File: config.mk
export PLATFORM = sky130hd
export DESIGN_NAME = multiplier_sequencer
export DESIGN_NICKNAME = d
export VERILOG_FILES = /design/src/rtl/multiplier_sequencer.sv
export SDC_FILE = /design/constraint.sdc
export NUM_CORES = 1
export LEC_CHECK = 0
export ABC_CLOCK_PERIOD_IN_PS = 2100
export BUFFER_PORTS_ARGS = -buffer_cell sky130_fd_sc_hd__clkbuf_2
export CAP_MARGIN = 10
export CELL_PAD_IN_SITES_DETAIL_PLACEMENT = 1
export CELL_PAD_IN_SITES_GLOBAL_PLACEMENT = 1
export CORE_MARGIN = 5
export CORE_UTILIZATION = 25
export DETAILED_ROUTE_END_ITERATION = 7
export MAX_ROUTING_LAYER = met4
export PLACE_DENSITY = 0.67
export SETUP_SLACK_MARGIN = 0.5
export SLEW_MARGIN = 0
export SYNTH_ARGS = -nofsm -noshare
export SYNTH_HDL_FRONTEND = slang
export SYNTH_SLANG_ARGS = --single-unit
File: constraint.sdc
create_clock -name Clk -period 2.1 [get_ports Clk]
set_input_delay 0.315 -clock Clk [delete_from_list [all_inputs] [get_ports Clk]]
set_output_delay 0.315 -clock Clk [all_outputs]
set_load 0.02 [all_outputs]
File: src/rtl/multiplier_sequencer.sv
// Sequencer and X/A/B registers for a signed shift-add multiplier.
// Ports: Clk, Reset_n, Run, ClearA_LoadB, Sw, Asum, Xsum -> Add, Sub, Aval, Bval, X, Done. Option: MULT_SKIP_ZERO_EN.
module multiplier_sequencer #(
  parameter int WIDTH = 8
) (
  input  logic             Clk,
  input  logic             Reset_n,
  input  logic             Run,
  input  logic             ClearA_LoadB,
  input  logic [WIDTH-1:0] Sw,
  input  logic [WIDTH-1:0] Asum,
  input  logic             Xsum,
  output logic             Add,
  output logic             Sub,
  output logic [WIDTH-1:0] Aval,
  output logic [WIDTH-1:0] Bval,
  output logic             X,
  output logic             Done
);

  localparam int CW = $clog2(WIDTH) + 1;
  localparam logic [CW-1:0] LAST = CW'(WIDTH - 1);
  localparam logic [CW-1:0] NITR = CW'(WIDTH);

  localparam logic [2:0] S_IDLE  = 3'd0;
  localparam logic [2:0] S_START = 3'd1;
  localparam logic [2:0] S_ADD   = 3'd2;
  localparam logic [2:0] S_SHIFT = 3'd3;
  localparam logic [2:0] S_DONE  = 3'd4;

  logic [2:0]       state_q, state_d;
  logic [CW-1:0]    cnt_q, cnt_d;
  logic             x_q, x_d;
  logic [WIDTH-1:0] a_q, a_d;
  logic [WIDTH-1:0] b_q, b_d;

  assign Aval = a_q;
  assign Bval = b_q;
  assign X    = x_q;

  always_comb begin
    state_d = state_q;
    cnt_d   = cnt_q;
    x_d     = x_q;
    a_d     = a_q;
    b_d     = b_q;
    Add     = 1'b0;
    Sub     = 1'b0;
    Done    = 1'b0;
    unique case (1'b1)
      (state_q == S_IDLE): begin
        if (Run) begin
          state_d = S_START;
        end else if (ClearA_LoadB) begin
          x_d = 1'b0;
          a_d = '0;
          b_d = Sw;
        end
      end
      (state_q == S_START): begin
        x_d   = 1'b0;
        a_d   = '0;
        cnt_d = '0;
`ifdef MULT_SKIP_ZERO_EN
        state_d = b_q[0] ? S_ADD : S_SHIFT;
`else
        state_d = S_ADD;
`endif
      end
      (state_q == S_ADD): begin
        // Last multiplier bit carries negative weight.
        Add = b_q[0] & (cnt_q < LAST);
        Sub = b_q[0] & (cnt_q == LAST);
        if (Add | Sub) begin
          x_d = Xsum;
          a_d = Asum;
        end
        state_d = S_SHIFT;
      end
      (state_q == S_SHIFT): begin
        a_d   = {x_q, a_q[WIDTH-1:1]};
        b_d   = {a_q[0], b_q[WIDTH-1:1]};
        cnt_d = cnt_q + 1'b1;
        if (cnt_d == NITR) begin
          state_d = S_DONE;
        end else begin
`ifdef MULT_SKIP_ZERO_EN
          // b_q[1] becomes the next M after this shift.
          state_d = b_q[1] ? S_ADD : S_SHIFT;
`else
          state_d = S_ADD;
`endif
        end
      end
      (state_q == S_DONE): begin
        Done = 1'b1;
        if (!Run) state_d = S_IDLE;
      end
      default: state_d = S_IDLE;
    endcase
  end

  always_ff @(posedge Clk) begin
    if (!Reset_n) begin
      state_q <= S_IDLE;
      cnt_q   <= '0;
      x_q     <= 1'b0;
      a_q     <= '0;
      b_q     <= '0;
    end else begin
      state_q <= state_d;
      cnt_q   <= cnt_d;
      x_q     <= x_d;
      a_q     <= a_d;
      b_q     <= b_d;
    end
  end

endmodule

---- After elaboration in Yosys (flattened, before gate mapping) ----
Index checks and enable logic that the tools add are counted.
W data, S select, Z words.
storage, ports and cells
  register bits ........................... 24
  bits of input ports ..................... 21
  output and inout bits ................... 20
  logic and storage cells ................. 49
cells by class
  $add $sub $neg .......................... 1
  order comparisons ....................... 1
  equality and inequality tests ........... 11
  multiplexer cells ....................... 19
  bitwise logic cells ..................... 3
  reduce and logical (&&, ||, !) cells .... 9
operators with widths
  operator               count
  $mux W8                5
  $pmux W8 S4            1
  $pmux W8 S2            1
  $pmux W3 S5            1
  $mux W3                3
  $ne A2 B2 Y1 const B   4
  $pmux W4 S2            1
  $reduce_and A4 Y1      2
  $eq A3 B2 Y1 const B   2
  $mux W1                6
  $add A4 B1 Y4 const B  1
  $eq A4 B3 Y1 const B   1
  $eq A4 B4 Y1 const B   1
  $lt A4 B3 Y1 const B   1
  $reduce_bool A2 Y1     2
  $reduce_bool A4 Y1     1
  $eq A3 B1 Y1 const B   1
  $eq A3 B3 Y1 const B   1
  $logic_not A3 Y1       1
  $pmux W1 S3            1
  $reduce_and A3 Y1      1
  $reduce_bool A3 Y1     1
  $and A1 B1 Y1          2
  $ne A2 B1 Y1 const B   1
  2 further kinds        2

---- Longest topological paths before layout ----
  depth in word-level cells ............... 5
  mapped depth ............................ 5

---- Worst setup path after synthesis ----
No wires, ideal clock.
  path type ............................... register to output
  start ................................... reg state_q[0]
  end ..................................... out Add
  data arrival time ....................... 1.381 ns
  data required time ...................... 1.785 ns
  path slack .............................. 0.404 ns
  stages on the path, launching flop included .. 4
  path buffers ............................ 1
  cells stage by stage .................... dfxtp_1 buf_2 or4_1 a21oi_1
on the way
  longest elaborated chain between the ends .. 2
RTL lines
  element                 RTL line  text
  from (decl)             31        logic [2:0] state_q, state_d;
  from (signal assigned)  111       state_q <= state_d;
  $eq A3 B2 Y1            70        (state_q == S_ADD): begin
  $mux W1                 50        unique case (1'b1)
  to (decl)               13        output logic Add,
No other way between the ends.

---- Worst setup path in the final report ----
  start ................................... reg state_q[1]
  end ..................................... out Add
The elaborated chain is that of the path after synthesis.

==> flow_metrics.env <==
export IMPL_slew_headroom_pct=77.97
export IMPL_drt_total_wl_mm=4.575
export IMPL_antennaDiodeCount=0
export IMPL_cts_htree_levels=1
export IMPL_nets=227
export IMPL_power_density_mw_per_mm2=583.8
export IMPL_dr_first_iter_drc_count=79
export IMPL_synthMuxAreaShare_pct=13.11
export IMPL_crit_slowest_cell="or4_4"
export IMPL_ys_seq_elements=24
export IMPL_finalCritPeriodShare_pct=83.56
export IMPL_grt_pass1_wl_mm=6.969
export IMPL_hold_start="Sw[7]"
export IMPL_die_h_um=82.04
export IMPL_r2r_start="state_q[0]"
export IMPL_synthesis_area_mm2=0.001297
export IMPL_ys_flop_type="dfxtp_1"
export IMPL_wl_met3_um=127
export IMPL_hold_class="input pin to flip-flop"
export IMPL_postSynthAreaPerCell_um2=8.536
export IMPL_gp_congestion=0.7581
export IMPL_cts_tree="yes"
export IMPL_first_pass_iters=4
export IMPL_crit_start="state_q[1]"
export IMPL_row_count=26
export IMPL_critPathMaxStageDelay_ns=0.45
export IMPL_synth_compound_area_share_pct=12.25
export IMPL_finClkSkew_ns=0.004315
export IMPL_synth_edf_count=0
export IMPL_drive_above_1_share_pct=48.53
export IMPL_ys_async_sr_fraction_pct=0
export IMPL_synth_top_family_by_area="simple AND/OR/NAND/NOR gates"
export IMPL_area_growth_pct=48.79
export IMPL_start_util_pct=25.57
export IMPL_ys_types=35
export IMPL_grt_pass1_vias=1384
export IMPL_crit_arrival_ns=1.44
export IMPL_cp_end_kind="output port"
export IMPL_clk_pin_slew_ns=0.09
export IMPL_multi_input_area_um2=839.6
export IMPL_worstMarginPinSlew_ns=0.3277
export IMPL_slew_viol_final=0
export IMPL_yosysWarnings=0
export IMPL_start_kind="flip-flop"
export IMPL_synth_xor_area_share_pct=0.6750
export IMPL_wire_per_inst_um=16.70
export IMPL_die_area_mm2=0.006731
export IMPL_grt_max_degree=22
export IMPL_yosysSeqAreaShare_pct=37.03
export IMPL_drc=0
export IMPL_die_x_um=82.04
export IMPL_dr_wl_met2_mm=2.384
export IMPL_ir_worst_vdd_mv=0.3650
export IMPL_period_needed_ns=1.755
export IMPL_insertion_delay_ns=0.27
export IMPL_fillers=630
export IMPL_grt_overflow=0
export IMPL_status="complete, no violations"
export IMPL_crit_type="flip-flop to output port"
export IMPL_place_hpwl_mm=2.834
export IMPL_yosys_area_top_type="dfxtp_1"
export IMPL_timing_setup_tns_ns=0
export IMPL_ff_latch_area_um2=494.2
export IMPL_cts_num_sinks=24
export IMPL_antenna_left=0
export IMPL_postSynthCellCount=152
export IMPL_cts_made_buffers=3
export IMPL_io_pins=41
export IMPL_antenna_found_initial=0
export IMPL_vias=1416
export IMPL_fin_util_pct=38.04
export IMPL_vias_per_cell=5.168
export IMPL_clockRootBuffer="clkbuf_8"
export IMPL_core_area_mm2=0.005075
export IMPL_top_layer="met4"
export IMPL_yosys_area_share_simple_pct=31.24
export IMPL_crit_family="simple AND/OR/NAND/NOR gates"
export IMPL_clockBufferDepth=2
export IMPL_path_cells="nand2_4 > or4_4 > a21oi_2 > buf_4"
export IMPL_path_buf_inv=1
export IMPL_clock_fmax_mhz=569.9
export IMPL_mappedNetlistNets=174
export IMPL_required_ns=1.78
export IMPL_wl_met1_mm=1.985
export IMPL_port_buffers=40
export IMPL_hold_violations=0
export IMPL_maxCapViolCount=0
export IMPL_synth_top_cell_area_share_pct=37.03
export IMPL_rsz0062_at_grt="yes"
export IMPL_leakage_nw=0.8291
export IMPL_synth_fa_ha_area_share_pct=0.9643
export IMPL_setup_violations=0
export IMPL_grt_total_usage_pct=13.74
export IMPL_cp_max_fo=3
export IMPL_synthTopCellsByArea="dfxtp_1 (37%), nand3_1 (16%), mux2_2 (6.9%)"
==> cell type report <==
cell class / count / share of cell area, %
clock buffers: 3 / 2.139
clock inverters: 1 / 1.555
inverters: 1 / 0.1944
multi-input cells: 113 / 43.49
flip-flops and latches: 24 / 25.60
well taps: 70 / 4.537
repair buffers: 62 / 22.49
==> state kept, by name, summed over array words and instances, names as in the netlist <==
signal	cells
X	1
state_q	3
Aval	8
cnt_q	4
Bval	8
==> layout by cell type, fill, tap and decap left out, types with 2 or more instances in the layout <==
| master | count |
|---|---|
| buf_12 | 2 |
| buf_4 | 15 |
| or4b_4 | 2 |
| nand3_1 | 33 |
| mux2i_1 | 8 |
| nand2_1 | 9 |
| buf_6 | 6 |
| nor2b_1 | 3 |
| clkbuf_8 | 4 |
| dfxtp_1 | 19 |
| o21ai_1 | 2 |
| nand3_2 | 8 |
| a21oi_1 | 4 |
| clkbuf_2 | 37 |
| dfxtp_4 | 3 |
| nand4_1 | 2 |
| mux2_2 | 8 |
| dfxtp_2 | 2 |
| a32oi_1 | 7 |
==> what timing repair did <==
item | CTS | global route
resized for setup | 22 | 22
pin swaps | 3 | 3
hold buffers | 0 | 0
buffers inserted | 8 | 5
setup endpoints to repair | 12 | 21
==> metal layers <==
layer / track usage [%] / up-vias
li1: - / 678
met1: 18.37 / 700
met2: 21.49 / 32
met3: 1.754 / 6
met4: 4.319 / 0
met5: - / -
==> cells in the mapped netlist, types with 2 or more instances <==
| cell | count |
|---|---|
| nor2_1 | 3 |
| mux2i_1 | 8 |
| a32oi_1 | 7 |
| o21ai_1 | 2 |
| clkbuf_1 | 8 |
| nand4_1 | 2 |
| or4b_1 | 3 |
| buf_2 | 4 |
| buf_1 | 2 |
| mux2_2 | 8 |
| a21oi_1 | 5 |
| dfxtp_1 | 24 |
| nor2b_1 | 3 |
| nand2_1 | 10 |
| or4_1 | 2 |
| o31a_1 | 2 |
| nand3_1 | 41 |
==> worst paths after layout <==
| path | end | slack (ns) | cells after the start |
|---|---|---|---|
| hold reg to reg | Aval[5] | 0.50 | 2 |
| setup reg to reg | Bval[7] | 0.39 | 5 |
| hold / removal | Bval[7] | 0.29 | 2 |
| setup / recovery | Add | 0.35 | 4 |
==> metrics by stage <==
stage | hold WS [ns] | instance area (um^2) | setup slack [ns] | instances | total power, mW
after global routing | 0.3014 | 1931 | 0.2980 | 274 | 1.171
final | 0.2943 | 1931 | 0.3453 | 274 | 1.127
after floorplan | 0.4620 | 1304 | 0.4893 | 152 | 0.5959
after CTS | 0.2949 | 1794 | 0.3185 | 269 | 1.091
after global placement | 0.4762 | 1602 | 0.4697 | 257 | 0.6611
after detailed placement | 0.4835 | 1602 | 0.4048 | 257 | 0.6626
==> report_power, final <==
| group | switching (mW) | total, mW | internal, mW | leakage [nW] |
|---|---|---|---|---|
| clock | 0.162 | 0.417 | 0.255 | 0.0357 |
| sequential | 0.0170 | 0.484 | 0.467 | 0.198 |
| combinational | 0.118 | 0.226 | 0.109 | 0.596 |
==> logic make-up (layout without fill, tap and decap cells) <==
kind of cell / after synthesis / in the layout
buf+inv: 15 / 67
xor+xnor: 1 / 1
flops: 24 / 24
mux: 16 / 16
fa+ha+maj: 1 / 1
compound gates: 22 / 22
simple gates: 73 / 73
Power figures use the tool's default switching activity.
